==> config.mk <==
export PLATFORM = sky130hd
export DESIGN_NAME = nms_column_feeder
export DESIGN_NICKNAME = d
export VERILOG_FILES = /design/src/rtl/nms_column_feeder.sv
export SDC_FILE = /design/constraint.sdc
export NUM_CORES = 1
export LEC_CHECK = 0
export CORE_MARGIN = 2
export CORE_UTILIZATION = 27
export CTS_BUF_LIST = sky130_fd_sc_hd__clkbuf_8
export CTS_CLUSTER_DIAMETER = 50
export CTS_CLUSTER_SIZE = 40
export DETAILED_ROUTE_END_ITERATION = 6
export PLACE_DENSITY_LB_ADDON = 0.15
export REMOVE_ABC_BUFFERS = 1
export SLEW_MARGIN = 20
export SYNTH_ARGS = -nofsm -noshare
export SYNTH_HDL_FRONTEND = slang
export SYNTH_SLANG_ARGS = --single-unit
==> constraint.sdc <==
create_clock -name clk -period 8.3 [get_ports clk]
set_input_delay 1.66 -clock clk [delete_from_list [all_inputs] [get_ports clk]]
set_output_delay 1.66 -clock clk [all_outputs]
set_load 0.1 [all_outputs]
==> src/rtl/nms_column_feeder.sv <==
// Buffers one raster frame, then streams 3-pixel vertical columns for the NMS window.
// Define NMS_FEED_BORDER_PAD_EN to insert zero pad columns (one leading, one after each row).
`ifndef BIT_LENGTH
`define BIT_LENGTH 5
`endif

module nms_column_feeder #(
  parameter int WIDTH  = 8,
  parameter int HEIGHT = 8
) (
  input  logic                   clk,
  input  logic                   reset,
  input  logic                   in_valid,
  input  logic [`BIT_LENGTH-1:0] pixel_in,
  input  logic [1:0]             angle_in,
  output logic                   in_ready,
  output logic [`BIT_LENGTH-1:0] pixel_out0,
  output logic [`BIT_LENGTH-1:0] pixel_out1,
  output logic [`BIT_LENGTH-1:0] pixel_out2,
  output logic [1:0]             angle_out,
  output logic                   enable,
  output logic                   done
);

  localparam int unsigned NPIX = WIDTH * HEIGHT;
`ifdef NMS_FEED_BORDER_PAD_EN
  localparam int unsigned SLEN     = 1 + HEIGHT * (WIDTH + 1);
  localparam logic        PAD_INIT = 1'b1;
`else
  localparam int unsigned SLEN     = NPIX;
  localparam logic        PAD_INIT = 1'b0;
`endif
  localparam int IDX_W = $clog2(NPIX);
  localparam int ROW_W = $clog2(HEIGHT + 1);
  localparam int COL_W = $clog2(WIDTH);
  localparam int CNT_W = $clog2(SLEN);

  localparam logic [1:0] LOAD   = 2'd0;
  localparam logic [1:0] STREAM = 2'd1;
  localparam logic [1:0] FLUSH  = 2'd2;
  localparam logic [1:0] DONE   = 2'd3;

  logic [`BIT_LENGTH-1:0] mem_pix [NPIX];
  logic [1:0]             mem_ang [NPIX];

  logic [1:0]       state;
  logic [IDX_W-1:0] wr_idx;
  logic [ROW_W-1:0] nrow, adv_row;
  logic [COL_W-1:0] ncol, adv_col;
  logic             npad, adv_pad;
  logic [CNT_W-1:0] cnt;
  logic [1:0]       cur_ang;

  logic [`BIT_LENGTH-1:0] col0, col1, col2;
  logic [1:0]             col_ang;
  logic [IDX_W-1:0]       ctr;

  assign in_ready = (state == LOAD);

  // Frame storage is deliberately not reset.
  always_ff @(posedge clk) begin
    if (in_valid && state == LOAD) begin
      mem_pix[wr_idx] <= pixel_in;
      mem_ang[wr_idx] <= angle_in;
    end
  end

  // Column at the (nrow, ncol, npad) position that will be loaded next.
  always_comb begin
    col0    = '0;
    col1    = '0;
    col2    = '0;
    col_ang = '0;
    ctr     = IDX_W'(int'(nrow) * WIDTH + int'(ncol));
    if (!npad && nrow < ROW_W'(HEIGHT)) begin
      col1    = mem_pix[ctr];
      col_ang = mem_ang[ctr];
      if (nrow != '0)
        col0 = mem_pix[ctr - IDX_W'(WIDTH)];
      if (nrow != ROW_W'(HEIGHT - 1))
        col2 = mem_pix[ctr + IDX_W'(WIDTH)];
    end
  end

  always_comb begin
    adv_row = nrow;
    adv_col = ncol;
    adv_pad = 1'b0;
`ifdef NMS_FEED_BORDER_PAD_EN
    if (npad) begin
      adv_pad = 1'b0;
    end else if (ncol == COL_W'(WIDTH - 1)) begin
      adv_col = '0;
      adv_row = nrow + 1'b1;
      adv_pad = 1'b1;
    end else begin
      adv_col = ncol + 1'b1;
    end
`else
    if (ncol == COL_W'(WIDTH - 1)) begin
      adv_col = '0;
      adv_row = nrow + 1'b1;
    end else begin
      adv_col = ncol + 1'b1;
    end
`endif
  end

  always_ff @(posedge clk or posedge reset) begin
    if (reset) begin
      state      <= LOAD;
      wr_idx     <= '0;
      nrow       <= '0;
      ncol       <= '0;
      npad       <= PAD_INIT;
      cnt        <= '0;
      cur_ang    <= '0;
      pixel_out0 <= '0;
      pixel_out1 <= '0;
      pixel_out2 <= '0;
      angle_out  <= '0;
      enable     <= 1'b0;
      done       <= 1'b0;
    end else begin
      case (state)
        LOAD: begin
          if (in_valid) begin
            wr_idx <= wr_idx + 1'b1;
            // The first column never depends on the pixel captured on this edge.
            if (wr_idx == IDX_W'(NPIX - 1)) begin
              state      <= STREAM;
              enable     <= 1'b1;
              cnt        <= '0;
              pixel_out0 <= col0;
              pixel_out1 <= col1;
              pixel_out2 <= col2;
              cur_ang    <= col_ang;
              nrow       <= adv_row;
              ncol       <= adv_col;
              npad       <= adv_pad;
            end
          end
        end
        STREAM: begin
          angle_out <= cur_ang;
          if (cnt == CNT_W'(SLEN - 1)) begin
            state      <= FLUSH;
            pixel_out0 <= '0;
            pixel_out1 <= '0;
            pixel_out2 <= '0;
          end else begin
            cnt        <= cnt + 1'b1;
            pixel_out0 <= col0;
            pixel_out1 <= col1;
            pixel_out2 <= col2;
            cur_ang    <= col_ang;
            nrow       <= adv_row;
            ncol       <= adv_col;
            npad       <= adv_pad;
          end
        end
        FLUSH: begin
          state     <= DONE;
          enable    <= 1'b0;
          done      <= 1'b1;
          angle_out <= '0;
        end
        default: ;
      endcase
    end
  end

endmodule

Yosys cells after proc, flatten, opt, wreduce, memory -nomap -nowiden:

Memory sizes are Yosys's and may differ from the RTL's.
Index checks and enable logic that the tools add are counted.

* reduce and logical (&&, ||, !) cells: 14
* equality and inequality tests: 10
* $add $sub $neg: 7
* mux-type cells: 50
* order comparisons: 1

Operators with widths (number)
* $mux 5: 14
* $pmux 5 s2: 3
* $mux 6: 3
* $mux 4: 4
* $mux 2: 7
* $add 6x1->6 const B: 2
* $eq 6x6->1 const B: 2
* $mux 3: 4
* $pmux 6 s2: 1
* $pmux 2 s2: 2
* $pmux 4 s2: 1
* $reduce_and 4->1: 2
* $mux 1: 7
* $add 6x3->6: 1
* $add 6x4->6 const B: 1
* $ne 2x2->1 const B: 3
* $pmux 2 s3: 1
* $pmux 3 s2: 1
* $reduce_and 3->1: 2
* $reduce_bool 2->1: 3
* $sub 6x4->6 const B: 1
* $add 4x1->4 const B: 1
* $lt 4x4->1 const B: 1
* $ne 4x3->1 const B: 1
* 12 further kinds: 14

* memory bits (writable): 448
* input bits: 10
* word-level logic and storage cells: 97
* output and inout bits: 20
* memories kept: 2
* bits in registers: 43

Memories
* mem_pix: words 64, bits a word 5, read ports 3, clocked after Yosys merged registers in 0, wr ports 1, line 43 `` logic [`BIT_LENGTH-1:0] mem_pix [NPIX]; ``
* mem_ang: words 64, bits a word 2, read ports 1, clocked after Yosys merged registers in 0, wr ports 1, line 44 `logic [1:0] mem_ang [NPIX];`

Longest topological paths before layout:

An unclocked memory read counts as a cell.

* depth in word-level cells: 8
* mapped depth: 12
* gate-level depth less buffers: 7

Worst setup path before layout:

OpenSTA, ideal clock, no wires.

* path type: reg2reg
* from: register nrow[0]
* to: register pixel_out2[0]
* path buffers: 4
* cell stages (with the launch flop): 10
* setup slack: 4.780 ns
* required time: 8.174 ns
* period minus slack after synthesis: 3.520 ns
* library setup time: 0.126 ns
* data arrival time: 3.393 ns
* cell sequence: dfrtp_1 buf_1 inv_1 clkbuf_1 buf_1 ha_1 buf_1 mux4_2 mux2_2 a221o_1

* longest elaborated chain between the ends: 8
* elaborated cells between the ends (all ways): 12
* classes of those cells: 2 x add/sub; 1 x order compare; 1 x eq/ne; 6 x mux; 1 x reduce/logical; 1 x memory

Ends and longest elaborated chain
* start, declared: line 48 `logic [ROW_W-1:0] nrow, adv_row;`
* start signal, assigned: line 138 `nrow <= adv_row;`
* start signal, assigned: line 157 `nrow <= adv_row;`
* $add 6x3->6: line 74 `ctr = IDX_W'(int'(nrow) * WIDTH + int'(ncol));`
* $add 6x4->6: line 81 `col2 = mem_pix[ctr + IDX_W'(WIDTH)];`
* $mem_v2 64x5
* $mux 5: line 80 `if (nrow != ROW_W'(HEIGHT - 1))`
* $mux 5 (*): line 75 `if (!npad && nrow < ROW_W'(HEIGHT)) begin`
* $mux 5: line 130 `if (wr_idx == IDX_W'(NPIX - 1)) begin`
* $mux 5: line 127 `if (in_valid) begin`
* $pmux 5 s2 (*): line 125 `case (state)`
* end signal, assigned: line 136 `pixel_out2 <= col2;`
* end signal, assigned: line 155 `pixel_out2 <= col2;`
* end, declared: line 19 `` output logic [`BIT_LENGTH-1:0] pixel_out2, ``

Every way passes the cells marked *; elsewhere a longest branch is shown, timed or not. The select of a mux whose other input is x is not followed.
A chain may end at the register's enable or synchronous reset.

Worst setup path in the final report:

* from: register state[0]
* to: output port in_ready

* longest elaborated chain between the ends: 1

Ends and longest elaborated chain
* start, declared: line 46 `logic [1:0] state;`
* start signal, assigned: line 111 `state <= LOAD;`
* start signal, assigned: line 131 `state <= STREAM;`
* start signal, assigned: line 147 `state <= FLUSH;`
* $logic_not 2->1: line 58 `assign in_ready = (state == LOAD);`
* end, declared: line 16 `output logic in_ready,`

No other way between the ends.

==> run metrics <==
die footprint 0.0819 mm²; DRC viols 0; register area share after synthesis 0.674; register share of total power 0.556; Leak 7.75 nW; share of cells above drive strength 1 0.266; Setup crit start kind flip-flop; worst r2r src ncol[0]$_DFFE_PP0P_; grt ovf 0; relative slew slack 0.301; Top FF cell, synth edfxtp_1; first-pass GRT wire length 92.9 mm; CTS tree done; final hold violation count 0; fin crit period 4430 ps; hold depth 1; largest net degree at the start of global routing 65; maxcap violations 0; number of global-route vias before repair 11.8k; drt initial violations 1,262; status complete, no violations; Post-Syn Area 0.0215 mm²; PD cells 199 mW/mm²; clock sinks 490; ys async rst share 0.0857; Worst Skew 30.4 ps; Min-Delay Endpoint done$_DFFE_PP0P_; fmax 0.226 GHz; Final setup viols 0; Crit path required time 6640 ps; Arr. time, crit path 2770 ps; setup slack, reg-to-reg 4490 ps; CP endpoint kind primary output; insertion delay to the later sink of the worst-skew pair 690 ps; Port Buf Inserts 29; Layout Cells excl Fill 2,277; Area after DPL 0.0229 mm²; Pwr Total 4.83 mW; fin nets 1,200; Die X-Extent 286 µm; Logic pwr share 0.011; #FFs+latches synth 490; I/O pins 30; gp weighted congestion 0.782; Setup TNS 0 ps; min-delay worst type flip-flop to flip-flop; Synth-to-Final Area Change 13.1%; initial core utilization 0.273; Tightest Pin Transition 1040 ps; most frequent cells after synthesis edfxtp_1 (448), mux4_2 (161), nor2_1 (89); cts repair resizes 0; CTS clock-pin slew for the worst setup and hold paths 90 ps; clock network fraction of design power 0.433; Yosys top cell area share 0.625; VDD IR max 0.133 mV; internal power 3.68 mW; Tot GR Track Use 0.161; Worst Path Max Fanout 8; vias 11.6k; CTS H-Tree Depth 2; Finished Cell Area 0.0243 mm²; top cells by area, synth edfxtp_1 (63%), mux4_2 (17%), dfrtp_1 (4.9%); Synthesis Warnings 0; Hold Startpoint done$_DFFE_PP0P_; die height 286 µm; drt first pass iters 5; core area 0.0789 mm²; hold buffer count at CTS 0; largest area contributor in the netlist edfxtp_1; DP HPWL 42.5 mm; RSZ-0062 raised after global routing no; postcts setup bufs 0; syn avg cell area 18.8 µm²; Mapped Cells 1,147; Yosys cell types 62; wire per inst 28.9 µm; CTS max path bufs 3; most common cell in the synthesized netlist edfxtp_1; final critical-path share of the clock period 0.534; CTS Buf Count 56; initial antenna violation count 2; vias per cell 5.08; placed instance count 2,170; routed wire length 65.8 mm; R2R depth 6; Final ANT Viol Nets 0; row count 103; CTS root buffer clkbuf_8; Sw Ratio 0.239; Slew Viols, Final 0; FF-to-FF End cur_ang[1]$_DFFE_PP0P_; count of flip-flops with a built-in enable after synthesis 448; Setup CP Type flip-flop to primary output; NetSw 1.16 mW
## registers in the layout, indices dropped and copies added (netlist names)
| name | count |
|---|---|
| angle_out | 2 |
| cnt | 6 |
| cur_ang | 2 |
| done | 1 |
| enable | 1 |
| mem_ang | 128 |
| mem_pix | 320 |
| ncol | 3 |
| nrow | 4 |
| pixel_out0 | 5 |
| pixel_out1 | 5 |
| pixel_out2 | 5 |
| state | 2 |
| wr_idx | 6 |
## critical path, cell delays in order (launching register included)
cell             delay, ps
dfrtp_1                420
inv_1                  120
ha_1                   350
clkdlybuf4s50_1       1200
## area by class of cell
cell class              count  area [µm²]
inverters                  13        50.0
fillers                  7699       54500
flip-flops and latches    490       14500
repair buffers             44         395
clock buffers              57         785
diodes                      1        2.50
clock inverters            49         682
well taps                1050        1310
multi-input cells         573        6580
## worst max-delay path by stage
stage | depth (start not counted) | from | slack (ps) | endpoint
after floorplan | 5 | ncol[1]$_DFFE_PP0P_ | 2760 | pixel_out2[0]$_DFFE_PP0P_
after global placement | 5 | in_valid | 3850 | mem_pix[3][2]$_DFFE_PP_
after detailed placement | 5 | in_valid | 3760 | mem_pix[43][1]$_DFFE_PP_
after CTS | 3 | state[0]$_DFFE_PP0P_ | 3780 | in_ready
after global routing | 3 | state[1]$_DFFE_PP0P_ | 3750 | in_ready
final | 3 | state[0]$_DFFE_PP0P_ | 3870 | in_ready
## through the flow
stage               utilization  setup slack, ps  hold slack, ps
floorplan                     -             2760             453
global placement          0.290             3850             453
detailed placement        0.290             3760             460
CTS                       0.308             3780             481
global route              0.308             3750             501
finish                    0.308             3870             472
## cell families after synthesis
| family | count (synthesis) | synth area share |
|---|---|---|
| multiplexers | 238 | 0.215 |
| XOR/XNOR | 13 | 0.00529 |
| flip-flops | 490 | 0.674 |
| buffers and inverters | 84 | 0.0199 |
| adder cells (fa/ha/maj) | 12 | 0.00698 |
| AO/OA/AOI/OAI | 91 | 0.0309 |
| AND/OR/NAND/NOR | 219 | 0.0474 |
## layer usage
| layer | vias up | global-route usage | routed length (µm) |
|---|---|---|---|
| met5 | - | 0 | 0 |
| li1 | 4827 | - | - |
| met4 | 0 | 0.0463 | 1650 |
| met2 | 419 | 0.257 | 31200 |
| met3 | 87 | 0.0274 | 3840 |
| met1 | 6230 | 0.225 | 29100 |
## layout by cell type (no fill, tap or decap), types with 22 or more instances in the layout
| cell | instances |
|---|---|
| edfxtp_1 | 448 |
| mux4_2 | 161 |
| nor2_1 | 89 |
| clkbuf_8 | 57 |
| nand2_1 | 39 |
| dfrtp_1 | 38 |
| mux2i_1 | 34 |
| mux2_2 | 31 |
| nand3_1 | 28 |
| clkdlybuf4s50_1 | 22 |
## power by group through the flow
stage	registers [mW]	clock network, mW	logic, mW
6_report	2.69	2.09	0.0529
3_3_place_gp	2.75	0	0.0583
2_1_floorplan	2.75	0	0.00301
4_1_cts	2.69	2.14	0.0560
3_5_place_dp	2.75	0	0.0567
5_1_grt	2.69	2.24	0.0587
Power figures use the tool's default switching activity.
